## config.mk

```make
export PLATFORM = sky130hd
export DESIGN_NAME = mips_mem_sequencer
export DESIGN_NICKNAME = d
export VERILOG_FILES = /design/src/rtl/mips_seq_pkg.sv /design/src/rtl/mips_mem_sequencer.sv
export SDC_FILE = /design/constraint.sdc
export NUM_CORES = 1
export LEC_CHECK = 0
export CORE_MARGIN = 10
export CORE_UTILIZATION = 33
export CTS_CLUSTER_DIAMETER = 80
export DETAILED_ROUTE_END_ITERATION = 7
export PLACE_DENSITY_LB_ADDON = 0.15
export SYNTH_ARGS = -nofsm -noshare
export SYNTH_HDL_FRONTEND = slang
export SYNTH_SLANG_ARGS = --single-unit
export TNS_END_PERCENT = 20
```

## constraint.sdc

```tcl
create_clock -name clock -period 2.11 [get_ports clock]
set_clock_uncertainty 0.2 [all_clocks]
set_input_delay 0.422 -clock clock [delete_from_list [all_inputs] [get_ports clock]]
set_output_delay 0.422 -clock clock [all_outputs]
set_load 0.05 [all_outputs]
```

## src/rtl/mips_seq_pkg.sv

```systemverilog
// Shared definitions for the MIPS memory sequencer: opcode values,
// sequencer state encoding and the store-strobe priority helper.
package mips_seq_pkg;

    // Primary opcode field values decoded elsewhere in the core
    localparam logic [5:0] OP_RTYPE = 6'h00;
    localparam logic [5:0] OP_ADDI  = 6'h08;
    localparam logic [5:0] OP_LW    = 6'h23;
    localparam logic [5:0] OP_LBU   = 6'h24;
    localparam logic [5:0] OP_SB    = 6'h28;
    localparam logic [5:0] OP_SW    = 6'h2B;
    localparam logic [5:0] OP_ADDM  = 6'h3F;

    // Sequencer states; the encoding is fixed so other blocks can decode it
    typedef enum logic [1:0] {
        ST_FETCH = 2'd0,
        ST_EXEC  = 2'd1,
        ST_MEM   = 2'd2,
        ST_HALT  = 2'd3
    } seq_state_e;

    // Word store wins over byte store when the decoder raises both.
    // Result bit 1 is the word strobe, bit 0 the byte strobe.
    function automatic logic [1:0] resolve_store(input logic word_we,
                                                 input logic byte_we);
        return {word_we, byte_we & ~word_we};
    endfunction

endpackage

```

## src/rtl/mips_mem_sequencer.sv

```systemverilog
// Multi-cycle sequencer sharing one memory port between instruction fetch
// and data access (FETCH -> EXEC -> [MEM] -> FETCH, HALT on exception).
// Optional macro MEM_WAIT_EN adds the mem_ready handshake: FETCH and MEM
// then wait for mem_ready=1; without it every access completes in one cycle.
module mips_mem_sequencer
    import mips_seq_pkg::*;
(
    input  logic        clock,
    input  logic        reset,
    input  logic [31:0] pc,
    input  logic [31:0] data_addr,
    input  logic [31:0] data_wdata,
    input  logic        mem_read,
    input  logic        word_we,
    input  logic        byte_we,
    input  logic        writeenable,
    input  logic        except,
    input  logic [31:0] mem_rdata,
`ifdef MEM_WAIT_EN
    input  logic        mem_ready,
`endif
    output logic [31:0] mem_addr,
    output logic [31:0] mem_wdata,
    output logic        mem_word_we,
    output logic        mem_byte_we,
    output logic [31:0] inst,
    output logic [31:0] load_data,
    output logic        pc_en,
    output logic        rf_we,
    output logic        halted,
    output logic [31:0] instr_count
);

    seq_state_e  state_q, state_d;
    logic [31:0] inst_q, inst_d;
    logic [31:0] load_data_q, load_data_d;
    logic [31:0] instr_count_q, instr_count_d;
    logic        halted_q, halted_d;

    logic        access_done_s;
    logic        mem_op_s;
    logic [1:0]  store_sel_s;
    logic [31:0] mem_addr_s;
    logic [31:0] mem_wdata_s;
    logic        mem_word_we_s;
    logic        mem_byte_we_s;
    logic        pc_en_s;
    logic        rf_we_s;

`ifdef MEM_WAIT_EN
    assign access_done_s = mem_ready;
`else
    assign access_done_s = 1'b1;
`endif

    assign mem_op_s    = mem_read | word_we | byte_we;
    assign store_sel_s = resolve_store(word_we, byte_we);

    // Next-state, latch updates and combinational memory/commit controls
    always_comb begin
        state_d       = state_q;
        inst_d        = inst_q;
        load_data_d   = load_data_q;
        halted_d      = halted_q;
        mem_addr_s    = pc;
        mem_wdata_s   = 32'h0000_0000;
        mem_word_we_s = 1'b0;
        mem_byte_we_s = 1'b0;
        pc_en_s       = 1'b0;
        rf_we_s       = 1'b0;
        case (state_q)
            ST_FETCH: begin
                mem_addr_s = pc;
                if (access_done_s) begin
                    inst_d  = mem_rdata;
                    state_d = ST_EXEC;
                end else begin
                    state_d = ST_FETCH;
                end
            end
            ST_EXEC: begin
                mem_addr_s = data_addr;
                if (except) begin
                    halted_d = 1'b1;
                    state_d  = ST_HALT;
                end else if (mem_op_s) begin
                    state_d = ST_MEM;
                end else begin
                    pc_en_s = 1'b1;
                    rf_we_s = writeenable;
                    state_d = ST_FETCH;
                end
            end
            ST_MEM: begin
                mem_addr_s    = data_addr;
                mem_wdata_s   = data_wdata;
                mem_word_we_s = store_sel_s[1];
                mem_byte_we_s = store_sel_s[0];
                if (access_done_s) begin
                    load_data_d = mem_rdata;
                    pc_en_s     = 1'b1;
                    rf_we_s     = writeenable;
                    state_d     = ST_FETCH;
                end else begin
                    state_d = ST_MEM;
                end
            end
            ST_HALT: begin
                halted_d = 1'b1;
                state_d  = ST_HALT;
            end
            default: begin
                state_d = ST_FETCH;
            end
        endcase

        // Reset overrides every commit and store strobe in the same cycle
        if (reset) begin
            pc_en_s       = 1'b0;
            rf_we_s       = 1'b0;
            mem_word_we_s = 1'b0;
            mem_byte_we_s = 1'b0;
        end else begin
            pc_en_s       = pc_en_s;
            rf_we_s       = rf_we_s;
            mem_word_we_s = mem_word_we_s;
            mem_byte_we_s = mem_byte_we_s;
        end

        if (pc_en_s) begin
            instr_count_d = instr_count_q + 32'd1;
        end else begin
            instr_count_d = instr_count_q;
        end
    end

    // State, latched instruction/load data, halt flag and commit counter
    always_ff @(posedge clock) begin
        if (reset) begin
            state_q       <= ST_FETCH;
            inst_q        <= 32'h0000_0000;
            load_data_q   <= 32'h0000_0000;
            instr_count_q <= 32'h0000_0000;
            halted_q      <= 1'b0;
        end else begin
            state_q       <= state_d;
            inst_q        <= inst_d;
            load_data_q   <= load_data_d;
            instr_count_q <= instr_count_d;
            halted_q      <= halted_d;
        end
    end

    assign mem_addr    = mem_addr_s;
    assign mem_wdata   = mem_wdata_s;
    assign mem_word_we = mem_word_we_s;
    assign mem_byte_we = mem_byte_we_s;
    assign pc_en       = pc_en_s;
    assign rf_we       = rf_we_s;
    assign inst        = inst_q;
    assign load_data   = load_data_q;
    assign halted      = halted_q;
    assign instr_count = instr_count_q;

endmodule

```

==> impl_results.md, run 1 <==
- Status: finished with violations
- Failing checks: setup timing
- Detailed placement HPWL: 15400 um
- Post-synthesis compound-gate area fraction: 5.05%
- First-pass GRT wire length: a little over 30000 um
- Power share of the clock group: 28.4%
- DRC: 0
- Final #Nets: about 970
- Post-Syn Nets: 648
- Vias per inst: about 5
- Largest family of logic cells by synthesized area: multiplexers
- YS warnings: 0
- Via count: between 5000 and 6000
- Cell area power density: ~600 nW/um2
- Avg Cell Area, Syn: around 9.3 um2
- Worst path cell trace: inv_2 -> ha_4 -> buf_12 -> mux2_2 -> buf_6
- Total track usage: 19.9%
- Filler cells: 1104
- Simple logic cell fraction of the synthesized area: 23.1%
- Synth Register Bits: between 90 and 100
- Layout cells sized above 1: 43.2%
- Max Root-Sink Buffers: 2
- Critical path start-end classification: reg -> out
- Final Max Slew Viols: 0
- Initial DRC Count: 183
- Top_reg_cell synth: dfxtp_1
- Crit path from: state_q[1]
- Max Freq: between 0.4 and 0.5 GHz
- Die width: 139 um
- Unrepaired setup endpoints after global routing: true
- Internal: 3690 uW
- GRT overflow: 0
- Top post-synthesis cells by area: dfxtp_1, mux2i_1, mux2_2
- PortBufs: 299
- Leakage: 0.00404 uW
- Area leader, netlist: dfxtp_1
- CP max-delay cell: ha_4
- Commonest cells post-synth: dfxtp_1, nor2_1, mux2i_1, mux2_2, and2_1
- # clock sinks: just under 100
- Top sig layer: met4
- Skew-Pair Late Insertion Delay: 350 ps
- Switching power: 1920 uW
- Initial antenna violation count: 0
- Setup TNS: -12030 ps
- Synthesized area: 4710 um2
- Crit-path max FO: 9
- Clock transition at path regs: 70 ps
- CTS root buffer: clkbuf_16
- Max cap viols: 0
- Combinational power share: between 30% and 40%
- Placer Congestion: 0.820
- Layout area overhead: 96.7%
- Die height: 139 um
- CTS tree: done
- DR pass1 iterations: 4
- Sequential share of power: about 35%
- Fraction of the mapped netlist area in adder cells: 1.59%
- Area occupied by multi-input gates: around 3000 um2
- Final worst-path cycle share: 113%
- Met2 Routed Length: 11100 um
- Core area: roughly 14000 um2
- Headroom to the max-slew limit: 75.7%
- DRT Wirelength: 20600 um
- Share of the synthesized area in the top cell type: 42.1%
- Vias in the first global route: 5224
- Critical Path AT: between 1500 and 2000 ps
- HP Class: in -> reg
- Avg WL per Cell: 20.3 um
- Crit path time final: ~2400 ps
- Max stage delay on crit path: 360 ps
- Register area share after synthesis: around 42%
- Std-Cell Rows: between 40 and 50
- Met3 Routed Length: 1480 um
- Placement Setup Slack: -578 ps
- Fraction of registers with async set/reset: 0%
- Post-synth EDFFs: 0
- Detail Route Antenna Nets: 0
- I/O pin count: 300
- Setup-failing EPs final: 70
- Full die area: about 19000 um2
- HP Start: except
- Distinct cells, synth: 32
- M1 WL: 7730 um
- Largest net degree at the start of global routing: 38
- Peak supply drop: 0.634 mV
- Cells after synthesis: roughly 510
- R2R Path Start: state_q[1]
- Switching share of power: about a third
- Fin worst setup slack: -281 ps
- Final hold vios: 0
- Worst setup EP type: output port
- Post-synthesis mux area share: between 20% and 30%
- # diodes: 0
- TritonCTS Buffers: 9
- Xor and xnor area share after synthesis: 0%
- Worst Tran Pin Value: 365 ps
- CTS H-Tree Depth: 3
- Register area: approximately 2000 um2
- Initial core utilization: 33.8%
- Req. time, crit path: between 1000 and 1500 ps
- Critical path startpoint category: flop
- Count leader, synth: dfxtp_1
## state kept, by name (all words and copies together) (netlist names)
name         cells
state_q          2
instr_count     32
halted           1
inst            32
load_data       32
## final timing paths
check	slack, ps	cells past startpoint	end
hold reg to reg	300	2	load_data[2]
hold / removal	290	4	state_q[0]
setup reg to reg	-20	7	instr_count[27]
setup / recovery	-280	5	mem_addr[31]
## cell type report
type / count / share of cell area [%]
tap: 180 / 2.43
timing repair buffer: 346 / 39.8
multi-input combinational: 364 / 32.8
clock buffer: 9 / 2.43
sequential: 99 / 21.7
clock inverter: 7 / 0.635
inverter: 6 / 0.243
## cell usage in the layout (no fill, tap or decap), types with 12 or more instances in the layout
master	instances
buf_4	132
clkdlybuf4s50_1	129
nor2_1	81
dfxtp_1	81
mux2i_1	64
buf_12	44
and2_4	30
mux2_4	29
buf_6	22
a21oi_1	17
dfxtp_2	17
nor2b_1	14
buf_8	14
nand3_1	13
mux2_2	12
## kinds of logic (layout without fill, tap and decap cells)
family | after synthesis | after routing
fa+ha+maj | 6 | 6
buf+inv | 44 | 368
compound gates | 42 | 42
flops | 99 | 99
simple gates | 206 | 206
mux | 110 | 110
## layer usage
layer  up-vias  global-route usage (%)
met4         0                    4.45
met3        20                    6.81
met2       144                    36.0
li1       2426                       -
met1      2412                    21.8
met5         -                       0
## worst max-delay path, delay by kind of cell, from the launching register on
family,cells,cell delay (ps)
buffers and inverters,3,380
adder cells (fa/ha/maj),1,360
multiplexers,1,350
flip-flops,1,330
## power by group through the flow
stage	clock network [uW]	registers, uW	logic [uW]
final	1590	1990	2030
after global routing	1720	2000	2120
after CTS	1640	1990	2080
after detailed placement	0	2030	1780
after global placement	0	2020	1770
after floorplan	0	2280	817
## metrics by stage
step | power [uW] | std cells | hold WS [ps] | instance area [um2] | util (%)
3_3_place_gp | 3790 | 986 | 274 | 8310 | 59.6
6_report | 5610 | 1011 | 293 | 9260 | 66.4
5_1_grt | 5830 | 1011 | 314 | 9260 | 66.4
4_1_cts | 5710 | 1012 | 299 | 9210 | 66.1
3_5_place_dp | 3810 | 986 | 283 | 8310 | 59.6
2_1_floorplan | 3090 | 507 | 369 | 4890 | -
## what timing repair did
action / in CTS / in global routing
gates cloned: 4 / 0
hold buffers: 0 / 0
setup buffers: 6 / 3
endpoints found under the hold margin: 0 / 0
gates resized for setup: 128 / 27
pin swaps: 13 / 18
setup endpoints to repair: 95 / 95
Note: power is estimated with default switching activity, not from simulation.
==> run 2: changes to the inputs <==
--- a/config.mk
+++ b/config.mk
@@ -5,7 +5,7 @@
 export SDC_FILE = /design/constraint.sdc
 export NUM_CORES = 1
 export LEC_CHECK = 0
-export CORE_MARGIN = 10
+export CORE_MARGIN = 8
 export CORE_UTILIZATION = 33
 export CTS_CLUSTER_DIAMETER = 80
 export DETAILED_ROUTE_END_ITERATION = 7
==> impl_results.md, run 2 (synthesis results as in run 1) <==
- Status: finished with violations (unchanged)
- Failing checks: setup timing (unchanged)
- Via count: 5013 (was 5002)
- DR pass1 iterations: 4 (unchanged)
- Core area: 13900 um2 (unchanged)
- # clock sinks: 99 (unchanged)
- Layout cells sized above 1: 42.2% (was 43.2%)
- Peak supply drop: 0.608 mV (was 0.634 mV)
- Final worst-path cycle share: 117% (was 113%)
- Setup TNS: -15000 ps (was -12030 ps)
- Detail Route Antenna Nets: 0 (unchanged)
- Critical Path AT: 1840 ps (was 1770 ps)
- CP Capture Point: mem_addr[10] (was mem_addr[31])
- Worst Tran Pin Value: 391 ps (was 365 ps)
- Area occupied by multi-input gates: 2930 um2 (was 3040 um2)
- Max cap viols: 0 (unchanged)
- Leakage: 0.00403 uW (was 0.00404 uW)
- Avg WL per Cell: 19.5 um (was 20.3 um)
- DRT Wirelength: 19700 um (was 20600 um)
- DRC: 0 (unchanged)
- Worst R2R End: instr_count[6] (was instr_count[27])
- Placer Congestion: 0.829 (was 0.820)
- PortBufs: 299 (unchanged)
- Most frequent cells in the layout: buf_4, clkdlybuf4s50_1, nor2_1, dfxtp_1, mux2i_1 (unchanged)
- Final hold vios: 0 (unchanged)
- Max Root-Sink Buffers: 2 (unchanged)
- Die width: 135 um (was 139 um)
- Total track usage: 21.1% (was 19.9%)
- Layout area overhead: 98.8% (was 96.7%)
- Most common cell after layout, fill and taps aside: buf_4 (unchanged)
- Headroom to the max-slew limit: 73.9% (was 75.7%)
- Unrepaired setup endpoints after global routing: true (unchanged)
- Worst setup EP type: output port (unchanged)
- Crit-path max FO: 7 (was 9)
- TritonCTS Buffers: 9 (unchanged)
- # diodes: 0 (unchanged)
- Skew-Pair Late Insertion Delay: 350 ps (about the same)
- Std-Cell Rows: 43 (unchanged)
- Critical path startpoint category: flop (unchanged)
- Flop2flop setup slack: -170 ps (was -20 ps)
- GRT overflow: 0 (unchanged)
- Critical path start-end classification: reg -> out (unchanged)
- Vias in the first global route: 5324 (was 5224)
- Crit path from: state_q[1] (unchanged)
- Final Max Slew Viols: 0 (unchanged)
- Hold slack final: 239 ps (was 293 ps)
- Crit path time final: 2460 ps (was 2390 ps)
- CTS H-Tree Depth: 3 (unchanged)
- Full die area: 18300 um2 (was 19400 um2)
- Filler cells: 1088 (was 1104)
- R2R Path Start: state_q[0] (was state_q[1])
- Register area: 2010 um2 (unchanged)
- Largest net degree at the start of global routing: 59 (was 38)
- Detailed placement HPWL: 15400 um (about the same)
- Fin worst setup slack: -352 ps (was -281 ps)
- Initial core utilization: 33.8% (unchanged)
- Req. time, crit path: 1490 ps (about the same)
- Initial DRC Count: 223 (was 183)
- CTS tree: done (unchanged)
- HP Class: in -> reg (unchanged)
- Clock transition at path regs: 70 ps (about the same)
- Final #Nets: 970 (was 967)
- FF-to-FF path depth: 10 (was 7)
- Initial antenna violation count: 0 (unchanged)
- First-pass GRT wire length: 30300 um (was 31000 um)
- Max Freq: 0.406 GHz (was 0.418 GHz)
- Setup-failing EPs final: 89 (was 70)
- Hold_buf cts: 0 (unchanged)
- I/O pin count: 300 (unchanged)
- Cell area power density: 625 nW/um2 (was 606 nW/um2)
- Die height: 135 um (was 139 um)
- Vias per inst: 4.94 (was 4.95)
- CTS root buffer: clkbuf_16 (unchanged)
==> run 2: cell types whose count changed in the layout (fill, tap and decap cells not counted), moves of 4 or more <==
cell	change
buf_12	+10
buf_8	+7
nor4_4	-6
buf_6	-16
nor4_2	+4
==> run 2: timing repair <==
action                     4_1_cts  5_1_grt
cloned                           3        0
setup buffers                    8        0
pin swaps                        9        3
setup endpoints to repair       96       96
gates resized for setup        128        7
==> run 2: how the worst min path moves through the flow <==
stage	start	endpoint	slack, ps	cells past startpoint
4_1_cts	reset	instr_count[12]	230	2
3_3_place_gp	inst[19]	inst[19]	270	2
3_5_place_dp	inst[7]	inst[7]	280	2
2_1_floorplan	mem_rdata[26]	load_data[26]	370	2
5_1_grt	reset	instr_count[12]	240	2
6_report	reset	instr_count[12]	240	2
==> run 2: layout make-up <==
class / instances / area share (%)
clock buffers: 10 / 2.45
clock inverters: 6 / 0.869
inverters: 6 / 0.241
multi-input cells: 364 / 31.3
flip-flops and latches: 99 / 21.4
well taps: 180 / 2.41
repair buffers: 349 / 41.3
==> run 2: per-stage QoR <==
stage	utilization [%]	total power, uW	std cells	instance area (um2)	setup WS [ps]
floorplan	-	3090	507	4890	-130
CTS	66.9	5920	1014	9320	-354
detailed placement	60.7	3910	988	8460	-524
finish	67.2	5850	1014	9360	-352
global placement	60.7	3880	988	8460	-535
global route	67.2	6090	1014	9360	-412
==> run 2: critical path, cell delays in order (launching register included) <==
cell and delay, ps:
dfxtp_2 340, inv_2 50, ha_4 240, buf_12 120, buf_12 120, buf_16 140
mux2_4 320, buf_12 150
==> run 2: metal layers <==
| layer | GRT usage (%) | vias up | part of all wire [%] |
|---|---|---|---|
| li1 | - | 2425 | - |
| met1 | 23.9 | 2429 | 38 |
| met2 | 37.6 | 141 | 54 |
| met3 | 6.90 | 18 | 6.7 |
| met4 | 4.69 | 0 | 1.3 |
| met5 | 0 | - | 0 |
==> run 2: report_power, final <==
group / internal, uW / switching, uW
Sequential: 1940 / 44.9
Combinational: 1040 / 1120
Clock: 945 / 758
